## src/rtl/ctrl_pkg.sv

```systemverilog
// Shared definitions for the multi-cycle control sequencer: opcode values,
// ALU control codes, FSM state encoding and decoded instruction classes.
package ctrl_pkg;

  localparam logic [3:0] OPC_LOAD  = 4'b0000;
  localparam logic [3:0] OPC_STORE = 4'b0001;
  localparam logic [3:0] OPC_MUL   = 4'b0010;
  localparam logic [3:0] OPC_ADD   = 4'b0100;
  localparam logic [3:0] OPC_ACT   = 4'b0110;
  localparam logic [3:0] OPC_HALT  = 4'b1111;

  localparam logic [2:0] ALU_PASS = 3'b000;
  localparam logic [2:0] ALU_ADD  = 3'b001;
  localparam logic [2:0] ALU_MUL  = 3'b010;
  localparam logic [2:0] ALU_ACT  = 3'b011;

  typedef enum logic [2:0] {
    ST_IDLE   = 3'd0,
    ST_FETCH  = 3'd1,
    ST_DECODE = 3'd2,
    ST_EXEC   = 3'd3,
    ST_MEM    = 3'd4,
    ST_HALT   = 3'd5
  } state_t;

  typedef enum logic [1:0] {
    CLS_ALU     = 2'd0,
    CLS_MEM     = 2'd1,
    CLS_HALT    = 2'd2,
    CLS_ILLEGAL = 2'd3
  } op_class_t;

endpackage

```

## src/rtl/control_seq_if.sv

```systemverilog
// Bus between the control sequencer and its environment: instruction fetch,
// data-memory handshake, datapath controls and status.
interface control_seq_if #(
  parameter int INSTR_W = 8,
  parameter int OP_W    = 4,
  parameter int PC_W    = 8,
  parameter int CNT_W   = 16
);
  localparam int OPND_W = INSTR_W - OP_W;

  logic               start;
  logic               imem_req;
  logic [PC_W-1:0]    pc;
  logic               instr_valid;
  logic [INSTR_W-1:0] instr;
  logic [OP_W-1:0]    opcode;
  logic [OPND_W-1:0]  operand;
  logic [2:0]         alu_ctrl;
  logic               reg_we;
  logic               mem_req;
  logic               mem_we;
  logic               mem_ready;
  logic               busy;
  logic               halted;
  logic               illegal_op;
  logic [CNT_W-1:0]   retired;

  modport master (
    input  start, instr_valid, instr, mem_ready,
    output imem_req, pc, opcode, operand, alu_ctrl, reg_we,
           mem_req, mem_we, busy, halted, illegal_op, retired
  );

  modport slave (
    output start, instr_valid, instr, mem_ready,
    input  imem_req, pc, opcode, operand, alu_ctrl, reg_we,
           mem_req, mem_we, busy, halted, illegal_op, retired
  );

endinterface

```

## src/rtl/ctrl_op_decode.sv

```systemverilog
// Combinational opcode classifier shared by the DECODE transition and the
// datapath strobe logic.
module ctrl_op_decode
  import ctrl_pkg::*;
#(
  parameter int OP_W = 4
) (
  input  logic [OP_W-1:0] opcode,
  output op_class_t       op_class,
  output logic [2:0]      alu_ctrl,
  output logic            is_store
);

  logic upper_zero_s;

  // Any set bit above the 4-bit opcode space makes the instruction illegal.
  assign upper_zero_s = ((opcode >> 3'd4) == {OP_W{1'b0}});

  // Classify the opcode and select the ALU operation.
  always_comb begin
    op_class = CLS_ILLEGAL;
    alu_ctrl = ALU_PASS;
    is_store = 1'b0;
    if (upper_zero_s) begin
      case (opcode[3:0])
        OPC_LOAD:  op_class = CLS_MEM;
        OPC_STORE: begin
          op_class = CLS_MEM;
          is_store = 1'b1;
        end
        OPC_MUL: begin
          op_class = CLS_ALU;
          alu_ctrl = ALU_MUL;
        end
        OPC_ADD: begin
          op_class = CLS_ALU;
          alu_ctrl = ALU_ADD;
        end
        OPC_ACT: begin
          op_class = CLS_ALU;
          alu_ctrl = ALU_ACT;
        end
        OPC_HALT:  op_class = CLS_HALT;
        default:   op_class = CLS_ILLEGAL;
      endcase
    end else begin
      op_class = CLS_ILLEGAL;
    end
  end

endmodule

```

## src/rtl/control_seq.sv

```systemverilog
// Multi-cycle sequencing control unit: owns pc and ir, steps each instruction
// through FETCH/DECODE/EXEC or MEM with valid/ready handshakes.
module control_seq
  import ctrl_pkg::*;
#(
  parameter int INSTR_W = 8,
  parameter int OP_W    = 4,
  parameter int PC_W    = 8,
  parameter int CNT_W   = 16
) (
  input logic           clk,
  input logic           rst_n,
  control_seq_if.master bus
);

  localparam int OPND_W = INSTR_W - OP_W;
  localparam logic [PC_W-1:0]  PC_ONE  = {{(PC_W-1){1'b0}}, 1'b1};
  localparam logic [CNT_W-1:0] CNT_ONE = {{(CNT_W-1){1'b0}}, 1'b1};
  localparam logic [CNT_W-1:0] CNT_MAX = {CNT_W{1'b1}};

  state_t             state_r;
  state_t             state_next_s;
  logic [PC_W-1:0]    pc_r;
  logic [INSTR_W-1:0] ir_r;
  logic [CNT_W-1:0]   retired_r;
  logic               busy_r;
  logic               halted_r;

  op_class_t  dec_class_s;
  logic [2:0] dec_alu_s;
  logic       dec_store_s;

  logic       imem_req_s;
  logic [2:0] alu_ctrl_s;
  logic       reg_we_s;
  logic       mem_req_s;
  logic       mem_we_s;
  logic       illegal_op_s;
  logic       ir_load_s;
  logic       pc_inc_s;
  logic       run_clear_s;
  logic       ret_inc_s;

  ctrl_op_decode #(.OP_W(OP_W)) u_op_decode (
    .opcode   (ir_r[INSTR_W-1 -: OP_W]),
    .op_class (dec_class_s),
    .alu_ctrl (dec_alu_s),
    .is_store (dec_store_s)
  );

  // Next-state and strobe generation; strobes depend only on state and ir,
  // plus mem_ready for the LOAD write-back in MEM.
  always_comb begin
    state_next_s = state_r;
    imem_req_s   = 1'b0;
    alu_ctrl_s   = ALU_PASS;
    reg_we_s     = 1'b0;
    mem_req_s    = 1'b0;
    mem_we_s     = 1'b0;
    illegal_op_s = 1'b0;
    ir_load_s    = 1'b0;
    pc_inc_s     = 1'b0;
    run_clear_s  = 1'b0;
    ret_inc_s    = 1'b0;
    case (state_r)
      ST_IDLE, ST_HALT: begin
        if (bus.start) begin
          run_clear_s  = 1'b1;
          state_next_s = ST_FETCH;
        end else begin
          state_next_s = state_r;
        end
      end
      ST_FETCH: begin
        imem_req_s = 1'b1;
        if (bus.instr_valid) begin
          ir_load_s    = 1'b1;
          pc_inc_s     = 1'b1;
          state_next_s = ST_DECODE;
        end else begin
          state_next_s = ST_FETCH;
        end
      end
      ST_DECODE: begin
        case (dec_class_s)
          CLS_ALU:  state_next_s = ST_EXEC;
          CLS_MEM:  state_next_s = ST_MEM;
          CLS_HALT: begin
            ret_inc_s    = 1'b1;
            state_next_s = ST_HALT;
          end
          CLS_ILLEGAL: begin
            illegal_op_s = 1'b1;
            state_next_s = ST_FETCH;
          end
          default: state_next_s = ST_FETCH;
        endcase
      end
      ST_EXEC: begin
        alu_ctrl_s   = dec_alu_s;
        reg_we_s     = 1'b1;
        ret_inc_s    = 1'b1;
        state_next_s = ST_FETCH;
      end
      ST_MEM: begin
        mem_req_s = 1'b1;
        mem_we_s  = dec_store_s;
        if (bus.mem_ready) begin
          reg_we_s     = ~dec_store_s;
          ret_inc_s    = 1'b1;
          state_next_s = ST_FETCH;
        end else begin
          state_next_s = ST_MEM;
        end
      end
      default: state_next_s = ST_IDLE;
    endcase
  end

  // State, pc, ir, retired counter and registered status flags.
  always_ff @(posedge clk or negedge rst_n) begin
    if (!rst_n) begin
      state_r   <= ST_IDLE;
      pc_r      <= {PC_W{1'b0}};
      ir_r      <= {INSTR_W{1'b0}};
      retired_r <= {CNT_W{1'b0}};
      busy_r    <= 1'b0;
      halted_r  <= 1'b0;
    end else begin
      state_r  <= state_next_s;
      busy_r   <= (state_next_s != ST_IDLE) && (state_next_s != ST_HALT);
      halted_r <= (state_next_s == ST_HALT);
      if (ir_load_s) begin
        ir_r <= bus.instr;
      end
      if (run_clear_s) begin
        pc_r <= {PC_W{1'b0}};
      end else if (pc_inc_s) begin
        pc_r <= pc_r + PC_ONE;
      end
      // The counter saturates so a long run never reports a small count.
      if (run_clear_s) begin
        retired_r <= {CNT_W{1'b0}};
      end else if (ret_inc_s && (retired_r != CNT_MAX)) begin
        retired_r <= retired_r + CNT_ONE;
      end
    end
  end

  assign bus.imem_req   = imem_req_s;
  assign bus.pc         = pc_r;
  assign bus.opcode     = ir_r[INSTR_W-1 -: OP_W];
  assign bus.operand    = ir_r[OPND_W-1:0];
  assign bus.alu_ctrl   = alu_ctrl_s;
  assign bus.reg_we     = reg_we_s;
  assign bus.mem_req    = mem_req_s;
  assign bus.mem_we     = mem_we_s;
  assign bus.busy       = busy_r;
  assign bus.halted     = halted_r;
  assign bus.illegal_op = illegal_op_s;
  assign bus.retired    = retired_r;

endmodule
```

## src/flat_wrapper.sv

```systemverilog
// flat-port wrapper written by rule: the top's interface ports become plain ports
module control_seq_flat import ctrl_pkg::*;
#(
  parameter int INSTR_W = 8,
  parameter int OP_W    = 4,
  parameter int PC_W    = 8,
  parameter int CNT_W   = 16
)
  (clk, rst_n, bus_start, bus_instr_valid, bus_instr, bus_mem_ready, bus_imem_req, bus_pc, bus_opcode, bus_operand, bus_alu_ctrl, bus_reg_we, bus_mem_req, bus_mem_we, bus_busy, bus_halted, bus_illegal_op, bus_retired);
  control_seq_if #(.INSTR_W(INSTR_W), .OP_W(OP_W), .PC_W(PC_W), .CNT_W(CNT_W)) bus_i ();
  input logic clk;
  input logic rst_n;
  input wire logic [$bits(bus_i.start)-1:0] bus_start;
  input wire logic [$bits(bus_i.instr_valid)-1:0] bus_instr_valid;
  input wire logic [$bits(bus_i.instr)-1:0] bus_instr;
  input wire logic [$bits(bus_i.mem_ready)-1:0] bus_mem_ready;
  output wire logic [$bits(bus_i.imem_req)-1:0] bus_imem_req;
  output wire logic [$bits(bus_i.pc)-1:0] bus_pc;
  output wire logic [$bits(bus_i.opcode)-1:0] bus_opcode;
  output wire logic [$bits(bus_i.operand)-1:0] bus_operand;
  output wire logic [$bits(bus_i.alu_ctrl)-1:0] bus_alu_ctrl;
  output wire logic [$bits(bus_i.reg_we)-1:0] bus_reg_we;
  output wire logic [$bits(bus_i.mem_req)-1:0] bus_mem_req;
  output wire logic [$bits(bus_i.mem_we)-1:0] bus_mem_we;
  output wire logic [$bits(bus_i.busy)-1:0] bus_busy;
  output wire logic [$bits(bus_i.halted)-1:0] bus_halted;
  output wire logic [$bits(bus_i.illegal_op)-1:0] bus_illegal_op;
  output wire logic [$bits(bus_i.retired)-1:0] bus_retired;
  assign bus_i.start = bus_start;
  assign bus_i.instr_valid = bus_instr_valid;
  assign bus_i.instr = bus_instr;
  assign bus_i.mem_ready = bus_mem_ready;
  assign bus_imem_req = bus_i.imem_req;
  assign bus_pc = bus_i.pc;
  assign bus_opcode = bus_i.opcode;
  assign bus_operand = bus_i.operand;
  assign bus_alu_ctrl = bus_i.alu_ctrl;
  assign bus_reg_we = bus_i.reg_we;
  assign bus_mem_req = bus_i.mem_req;
  assign bus_mem_we = bus_i.mem_we;
  assign bus_busy = bus_i.busy;
  assign bus_halted = bus_i.halted;
  assign bus_illegal_op = bus_i.illegal_op;
  assign bus_retired = bus_i.retired;
  control_seq #(.INSTR_W(INSTR_W), .OP_W(OP_W), .PC_W(PC_W), .CNT_W(CNT_W)) u_core (.clk(clk), .rst_n(rst_n), .bus(bus_i));
endmodule
```

## config.mk

```make
export PLATFORM = sky130hd
export DESIGN_NAME = control_seq_flat
export DESIGN_NICKNAME = d
export VERILOG_FILES = /design/src/rtl/ctrl_pkg.sv /design/src/rtl/control_seq_if.sv /design/src/rtl/ctrl_op_decode.sv /design/src/rtl/control_seq.sv /design/src/flat_wrapper.sv
export SDC_FILE = /design/constraint.sdc
export NUM_CORES = 1
export LEC_CHECK = 0
export CAP_MARGIN = 5
export CORE_UTILIZATION = 51
export DETAILED_ROUTE_END_ITERATION = 8
export PLACE_DENSITY = 0.86
export SYNTH_ARGS = -nofsm -noshare
export SYNTH_HDL_FRONTEND = slang
export SYNTH_SLANG_ARGS = --single-unit
```

## constraint.sdc

```tcl
create_clock -name clk -period 3.58 [get_ports clk]
set_input_delay 0.716 -clock clk [delete_from_list [all_inputs] [get_ports clk]]
set_output_delay 0.716 -clock clk [all_outputs]
set_load 0.02 [all_outputs]
```

* After elaboration in Yosys (flattened, before gate mapping)
Index checks and enable logic that the tools add are counted.
** Cells by class
- $add $sub $neg :: 2
- Equality and inequality tests :: 16
- Muxes and demuxes :: 27
- Bitwise gates (word level) :: 1
- Reductions and logical operators :: 11
** Operators with widths (number)
- 2-to-1 mux 16 bit :: 2
- adder 16 x 1 -> 16 bit (second input constant) :: 1
- 2-to-1 mux 8 bit :: 2
- inequality test 16 bit (second input constant) :: 1
- one-hot mux 3 bit (5 select lines) :: 1
- 2-to-1 mux 1 bit :: 13
- one-hot mux 2 bit (3 select lines) :: 2
- one-hot mux 3 bit (4 select lines) :: 1
- equality test 3 bit (second input constant) :: 3
- adder 8 x 1 -> 8 bit (second input constant) :: 1
- equality test 4 x 3 -> 1 bit (second input constant) :: 2
- equality test 3 x 2 -> 1 bit (second input constant) :: 2
- 2-to-1 mux 3 bit :: 2
- equality test 2 bit (second input constant) :: 2
- equality test 4 x 1 -> 1 bit (second input constant) :: 1
- equality test 4 x 2 -> 1 bit (second input constant) :: 1
- equality test 4 bit (second input constant) :: 1
- zero test 4 bit :: 1
- 2-to-1 mux 2 bit :: 2
- nonzero test 2 bit :: 2
- OR reduction 2 bit :: 2
- equality test 3 x 1 -> 1 bit (second input constant) :: 1
- zero test 3 bit :: 1
- inequality test 3 bit (second input constant) :: 1
- 8 further kinds :: 9
** Word-level totals
- Flip-flop bits (word level) :: 37
- Bits of input ports :: 13
- Output and inout bits :: 42
- Word-level logic and storage cells :: 63

* Logic depth before layout (Yosys ltp)
Gate-level depths: netlist of run 1.
- Word-level depth :: 9
- Depth in mapped cells :: 8
- Mapped depth without buffers :: 8

* By module
Synthesis of run 1 repeated with hierarchy kept, for this count alone.
** Second synthesis, totals
- Cells, all modules :: 208
- Area total of the unflattened synthesis :: 2153.3 um^2
** By module, submodules not included
- control_seq :: times used 1, cells an instance 198, area an instance 2082.0 um^2, seq. area each 925.9 um^2
- ctrl_op_decode :: times used 1, cells an instance 10, area an instance 71.3 um^2, seq. area each 0.0 um^2

* Worst setup path before layout of run 1
OpenSTA, ideal clock, no wires.
- Kind :: register to output
- From :: register u_core.state_r[2]
- To :: output bus_alu_ctrl[0]
- Arrival time :: 1.446 ns
- Required time :: 2.864 ns
- Slack :: 1.418 ns
- Stages on the path, launching flop included :: 5
- Buffers on the path :: 1
- Path through :: dfrtp_1 buf_2 inv_1 nand3_1 nor4b_1
** On the way
- Cells in the longest elaborated chain, start to end :: 2
** Ends and longest elaborated chain
- from (decl) :: RTL line control_seq.sv:21 : state_t state_r;
- from (signal assigned) :: RTL line control_seq.sv:130 : state_r <= state_next_s;
- equality test 3 x 2 -> 1 bit :: RTL line control_seq.sv:65 : case (state_r)
- 2-to-1 mux 2 bit :: RTL line control_seq.sv:65
- to (decl) :: RTL line flat_wrapper.sv:21 : output wire logic [$bits(bus_i.alu_ctrl)-1:0] bus_alu_ctrl;
Every way passes these cells.

* Final worst setup path of run 1
- From :: input bus_mem_ready
- To :: output bus_reg_we
** On the way
- Cells in the longest elaborated chain, start to end :: 2
** Ends and longest elaborated chain
- from (decl) :: RTL line flat_wrapper.sv:16 : input wire logic [$bits(bus_i.mem_ready)-1:0] bus_mem_ready;
- 2-to-1 mux 1 bit :: RTL line control_seq.sv:108 : if (bus.mem_ready) begin
- one-hot mux 1 bit (2 select lines) :: RTL line control_seq.sv:65
- to (decl) :: RTL line flat_wrapper.sv:22 : output wire logic [$bits(bus_i.reg_we)-1:0] bus_reg_we;
Every way passes these cells.

==> impl_metrics.toml, run 1 <==
[run_status]
status = "completed"

[drt]
final_antenna_net_count = 0
wirelength_um = 4291
drtIter0Drc = 121
drc_errors = 0
first_pass_iters = 4
avgRoutedWirePerCell_um = 14.65
num_vias = 1654
via_per_inst = 5.645

[grt]
antenna_found_initial = 0
grt_max_degree = 38
grt_pass1_vias = 1557
grt_pass1_wl_um = 7210
grt_util_all_layers_pct = 23.06
overflow = 0

[floorplanning]
core_um2 = 3661
die_x_um = 63.83
die_h_um = 63.83
die_area_um2 = 4074
rows = 22
initial_core_util_pct = 53.25
top_level_ports = 55

[place]
place_ws_ns = 0.6685
port-buffer-count = 53
place.gp.congestion = 0.8244
place_area_um2 = 2499
hpwl_um = 3081
dp.cells = 285

[worst_hold_path]
hold_path.class = "register to register"
min_from = "u_core.ir_r[1]$_DFFE_PN0P_"

[layout]
final_cells = 293
fin_area_um2 = 2581
drive_gt1_share_pct = 9.388
syn_to_final_growth_pct = 32.41
nNetsFinal = 262
antenna_cells = 0
final_core_util_pct = 70.51

[timing]
tns_ns = 0
layout_setup_ws_ns = 0.6575
fmax_mhz = 342.2
timing.final.crit_share_pct = 81.63
skew_ns = 0.007396
whs_ns = 0.5090
slew_viol_final = 0
min_period_ns = 2.923
finalHoldViolations = 0
max_slew_margin_pct = 46.26
setup_viol = 0
rsz0062_at_grt = "false"
worstMarginPinSlew_ns = 0.8060

[clock_network]
root_buffer = "clkbuf_8"
cts_setup_buffers = 0
cts_sinks = 37
cts_tree = "yes"
clk_pin_slew_ns = 0.07
ctsResizeCount = 0
clock_path_buffers = 2
clk_latency_ns = 0.29
cts-hold-fix-buffers = 0
htree_levels = 2
cts_buffers = 5

[logic_synthesis]
yosysSeqAreaShare_pct = 47.50
synthCells = 191
synthArstFlopShare_pct = 100.0
ys_ff_latch = 37
avgSynthCellArea_um2 = 10.21
synth_cell_types = 49
yosys_warnings = 0
syn-cell-area_um2 = 1949
syn_nets = 209
synth-edff-count = 0
synth_ff_type = "dfrtp_1"

[setup_path]
crit_arrival_ns = 2.21
critPathLaunch = "bus_mem_ready"
cp-start-kind = "input port"
critPathMaxFanout = 3
r2r-start = "u_core.ir_r[7]$_DFFE_PN0P_"
crit_type = "input port to output pin"
critPathCaptureType = "output pin"
worstPathRequired_ns = 2.86

[power_and_ir_drop]
leakage_nw = 1.053
ir_worst_vdd_mv = 0.5042
finalPower_mw = 1.641
power_density_nw_per_um2 = 635.6

[flow_run]
maxCapViolCount = 0
-- layout make-up --
class                      instances  area, µm²
clock inverter                     2      10.01
clock buffer                       6      72.57
tap                               48      60.06
sequential                        37      925.9
multi-input combinational        142      968.4
fill                             287       1080
inverter                           5      18.77
timing repair buffer              53      525.5
-- routing by layer --
layer  vias to the layer above  routed length, µm  part of all wire [%]  global-route usage [%]
met5                         -                  0                     0                       0
met4                         0                 51                   1.2                   7.670
met3                         7                211                   4.9                   3.750
met2                        50               2093                    49                   37.90
met1                       801               1934                    45                   30.86
li1                        796                  -                     -                       -
-- Yosys cell counts (all sizes together), types with 2 or more instances --
| master | n | area share [%] |
|---|---|---|
| dfrtp | 37 | 47 |
| nor2 | 21 | 4.0 |
| nand2 | 14 | 2.7 |
| nand3 | 10 | 2.6 |
| mux2 | 8 | 4.6 |
| nand4 | 8 | 2.6 |
| xnor2 | 7 | 3.1 |
| buf | 6 | 1.7 |
| nor3 | 6 | 1.8 |
| xor2 | 6 | 2.7 |
| ha | 5 | 3.2 |
| inv | 5 | 0.96 |
| mux2i | 5 | 2.6 |
| nand2b | 5 | 2.0 |
| o21ai | 5 | 1.5 |
| a21oi | 4 | 1.2 |
| nor4 | 4 | 1.6 |
| nor2b | 3 | 0.96 |
| a21o | 2 | 0.77 |
| a311oi | 2 | 0.90 |
| a31oi | 2 | 0.64 |
| and2 | 2 | 0.64 |
| and4 | 2 | 0.90 |
| nor4b | 2 | 0.90 |
| o21a | 2 | 0.83 |
| o32ai | 2 | 0.90 |
-- power by group --
group | switching (mW) | internal [mW] | leakage [nW]
Sequential | 0.123 | 0.509 | 0.490
Combinational | 0.378 | 0.352 | 0.518
Clock | 0.143 | 0.135 | 0.0450
-- worst max-delay path, cell delays in order --
cell             delay, ns
clkdlybuf4s50_1       0.50
nand4bb_1             0.18
o21ai_0               0.19
clkdlybuf4s50_1       0.62
-- cells in the final DEF, fill, tap and decap left out, types with 2 or more instances in the layout --
cell             Yosys  routed
a21o_1               2       2
a21oi_1              3       3
a311oi_1             2       2
a31oi_1              2       2
and2_1               2       2
and4_1               2       2
clkbuf_8             0       5
clkdlybuf4s50_1      0      52
clkinv_2             0       2
dfrtp_1             37      37
ha_1                 5       5
inv_1                5       5
mux2_2               8       8
mux2i_1              5       5
nand2_1             14      14
nand2b_1             4       4
nand3_1             10      10
nand4_1              8       8
nor2_1              21      21
nor2b_1              3       3
nor3_1               5       5
nor4_1               3       3
nor4b_1              2       2
o21ai_0              4       4
o32ai_1              2       2
xnor2_1              7       7
xor2_1               6       6
-- logic make-up after synthesis --
| group | share of synthesized area (%) |
|---|---|
| buffers and inverters | 2.824 |
| xor gates and xnor gates | 5.841 |
| and+or+nand+nor | 24.07 |
| DFF | 47.50 |
| AOI/OAI and AO/OA | 9.179 |
| other | 0.1924 |
| adders and majority gates | 3.209 |
| muxes | 7.189 |
-- worst paths after layout --
kind	to	slack [ns]	cells after the start
worst max-delay path	bus_reg_we	0.66	4
max in group asynchronous	u_core.bus.retired[12]$_DFFE_PN0P_	2.55	1
worst min-delay path	u_core.ir_r[1]$_DFFE_PN0P_	0.51	1
min in group asynchronous	u_core.bus.retired[1]$_DFFE_PN0P_	0.52	1
worst min register to register	u_core.ir_r[1]$_DFFE_PN0P_	0.51	1
worst max register to register	u_core.bus.retired[10]$_DFFE_PN0P_	1.51	8
-- sequential cells by signal, indices dropped and copies added, names as in the netlist --
name and count:
u_core.state_r 3, u_core.bus.pc 8, u_core.bus.halted 1, u_core.bus.retired 16, u_core.ir_r 8, u_core.bus.busy 1
Power figures use the tool's default switching activity.
==> inputs of run 2 (changes only) <==
--- a/config.mk
+++ b/config.mk
@@ -6,9 +6,9 @@
 export NUM_CORES = 1
 export LEC_CHECK = 0
 export CAP_MARGIN = 5
-export CORE_UTILIZATION = 51
+export CORE_UTILIZATION = 43
 export DETAILED_ROUTE_END_ITERATION = 8
-export PLACE_DENSITY = 0.86
+export PLACE_DENSITY = 0.77
 export SYNTH_ARGS = -nofsm -noshare
 export SYNTH_HDL_FRONTEND = slang
 export SYNTH_SLANG_ARGS = --single-unit
==> constraint.sdc (replaced) <==
create_clock -name clk -period 2.4 [get_ports clk]
set_input_delay 0.48 -clock clk [delete_from_list [all_inputs] [get_ports clk]]
set_output_delay 0.48 -clock clk [all_outputs]
set_load 0.02 [all_outputs]
==> run 2 against run 1 <==
  * Design area rose by 3.1%
  * Via count did not move
  * First-iteration DRC count shrank 40%
==> impl_metrics.toml, run 2 (synthesis gave the netlist of run 1 again) <==
[setup_path]
critPathMaxFanout = 2
crit_type = "input port to output pin"
cpMostUsedCell = "clkdlybuf4s50_1"
worstPathRequired_ns = 1.92
r2r-start = "u_core.ir_r[7]$_DFFE_PN0P_"
critPathBufInv = 2
path_delay_family = "buffers and inverters"
max_stage_delay_ns = 0.62
crit_path_top_delay_cell = "clkdlybuf4s50_1"
rrSetupSlack_ns = 0.42
crit_arrival_ns = 1.85
critPathCaptureType = "output pin"
cp-start-kind = "input port"
timing.rr.end = "u_core.bus.retired[10]$_DFFE_PN0P_"
reg2regPathDepth = 8
crit_chain = "clkdlybuf4s50_1 > nand4bb_1 > o21ai_0 > clkdlybuf4s50_1"

[floorplanning]
rows = 24
die_area_um2 = 4807
initial_core_util_pct = 44.77
die_x_um = 69.33
die_h_um = 69.33
top_level_ports = 55
core_um2 = 4354

[clock_network]
clk_latency_ns = 0.28
cts_sinks = 37
root_buffer = "clkbuf_8"
cts_tree = "yes"
cts-hold-fix-buffers = 0
cts_setup_buffers = 0
clk_pin_slew_ns = 0.07
htree_levels = 2
cts_buffers = 5
clock_path_buffers = 2

[timing]
whs_ns = 0.2709
fmax_mhz = 428.7
slew_viol_final = 0
finalHoldViolations = 0
tns_ns = 0
rsz0062_at_grt = "false"
skew_ns = 0.008309
setup_viol = 0
min_period_ns = 2.333
max_slew_margin_pct = 47.25
worstMarginPinSlew_ns = 0.7912
layout_setup_ws_ns = 0.06728
timing.final.crit_share_pct = 97.20

[grt]
grt_pass1_vias = 1580
overflow = 0
antenna_found_initial = 0
grt_pass1_wl_um = 7265
grt_max_degree = 38
grt_util_all_layers_pct = 18.60

[place]
dp.cells = 297
hpwl_um = 3004
port-buffer-count = 53
place_area_um2 = 2564
place.gp.congestion = 0.8490
place_ws_ns = 0.07153

[layout]
antenna_cells = 0
drive_gt1_share_pct = 12.30
syn_to_final_growth_pct = 36.52
largest_register_ffs = 16
fin_area_um2 = 2661
final_common_cell = "clkdlybuf4s50_1"
nNetsFinal = 270
layout_common_cells = "48 x clkdlybuf4s50_1, 37 x dfrtp_1, 21 x nor2_1"
final_cells = 304
final_core_util_pct = 61.12

[flow_run]
maxCapViolCount = 0

[power_and_ir_drop]
power_density_nw_per_um2 = 951.1
leakage_nw = 1.153
combPwrFrac_pct = 47.3
power_switching_uw = 964.4
switching_share_pct = 38.10
clkPwrFrac_pct = 17.0
finalPower_mw = 2.531
p_int_mw = 1.567
seqPwrFrac_pct = 35.7
ir_worst_vdd_mv = 0.5254

[drt]
first_pass_iters = 4
drc_errors = 0
wirelength_um = 4173
num_vias = 1654
drtIter0Drc = 72
final_antenna_net_count = 0
avgRoutedWirePerCell_um = 13.73
via_per_inst = 5.441

[run_status]
status = "completed"

[worst_hold_path]
hold_path.class = "input port to async pin"
## run 2: changes by cell type in the layout (fill, tap and decap cells not counted)
cell	previous run	this run
buf_4	0	8
clkbuf_8	5	6
clkdlybuf4s50_1	52	48
clkinv_2	2	0
dlygate4sd2_1	0	1
dlymetal6s2s_1	0	3
nor3_1	5	4
nor3_2	1	2
## run 2: power by group through the flow
stage                     clock, mW  sequential (mW)  combinational, mW
after floorplan                   0             1.01              0.611
after global placement            0            0.898               1.19
after detailed placement          0            0.904               1.21
after CTS                     0.449            0.896               1.21
after global routing          0.476            0.927               1.30
final                         0.431            0.902               1.20
## run 2: cell type report
type                    instances  area (µm²)
fillers                       364        1693
inverters                       5       18.77
repair buffers                 61       591.8
flip-flops and latches         37       925.9
multi-input cells             142       973.4
clock buffers                   7       86.33
well taps                      52       65.06
## run 2: timing repair
action	in CTS	in global routing
gates cloned	0	0
resized for setup	1	4
endpoints found under the setup margin	1	4
## run 2: how the worst max path moves through the flow
stage	startpoint	end	cells past startpoint
3_5_place_dp	bus_mem_ready	bus_reg_we	4
2_1_floorplan	u_core.state_r[2]$_DFF_PN0_	bus_alu_ctrl[0]	4
3_3_place_gp	bus_mem_ready	bus_reg_we	4
6_report	bus_mem_ready	bus_reg_we	4
5_1_grt	bus_mem_ready	bus_reg_we	4
4_1_cts	u_core.ir_r[7]$_DFFE_PN0P_	bus_mem_we	4
## run 2: metal layers
metal  GRT usage, %  share of wire, %  vias to the layer above
met1          25.38                47                      802
met2          29.34                47                       37
li1               -                 -                      808
met4          6.349               1.4                        0
met3          4.070               4.5                        7
met5              0                 0                        -
==> inputs of run 3 (changes only) <==
--- a/config.mk
+++ b/config.mk
@@ -8,6 +8,7 @@
 export CAP_MARGIN = 5
 export CORE_UTILIZATION = 43
 export DETAILED_ROUTE_END_ITERATION = 8
+export HOLD_SLACK_MARGIN = 0.06
 export PLACE_DENSITY = 0.77
 export SYNTH_ARGS = -nofsm -noshare
 export SYNTH_HDL_FRONTEND = slang
==> results of run 3 <==
Same layout as run 2: the final DEF is identical, and so are final timing and power.
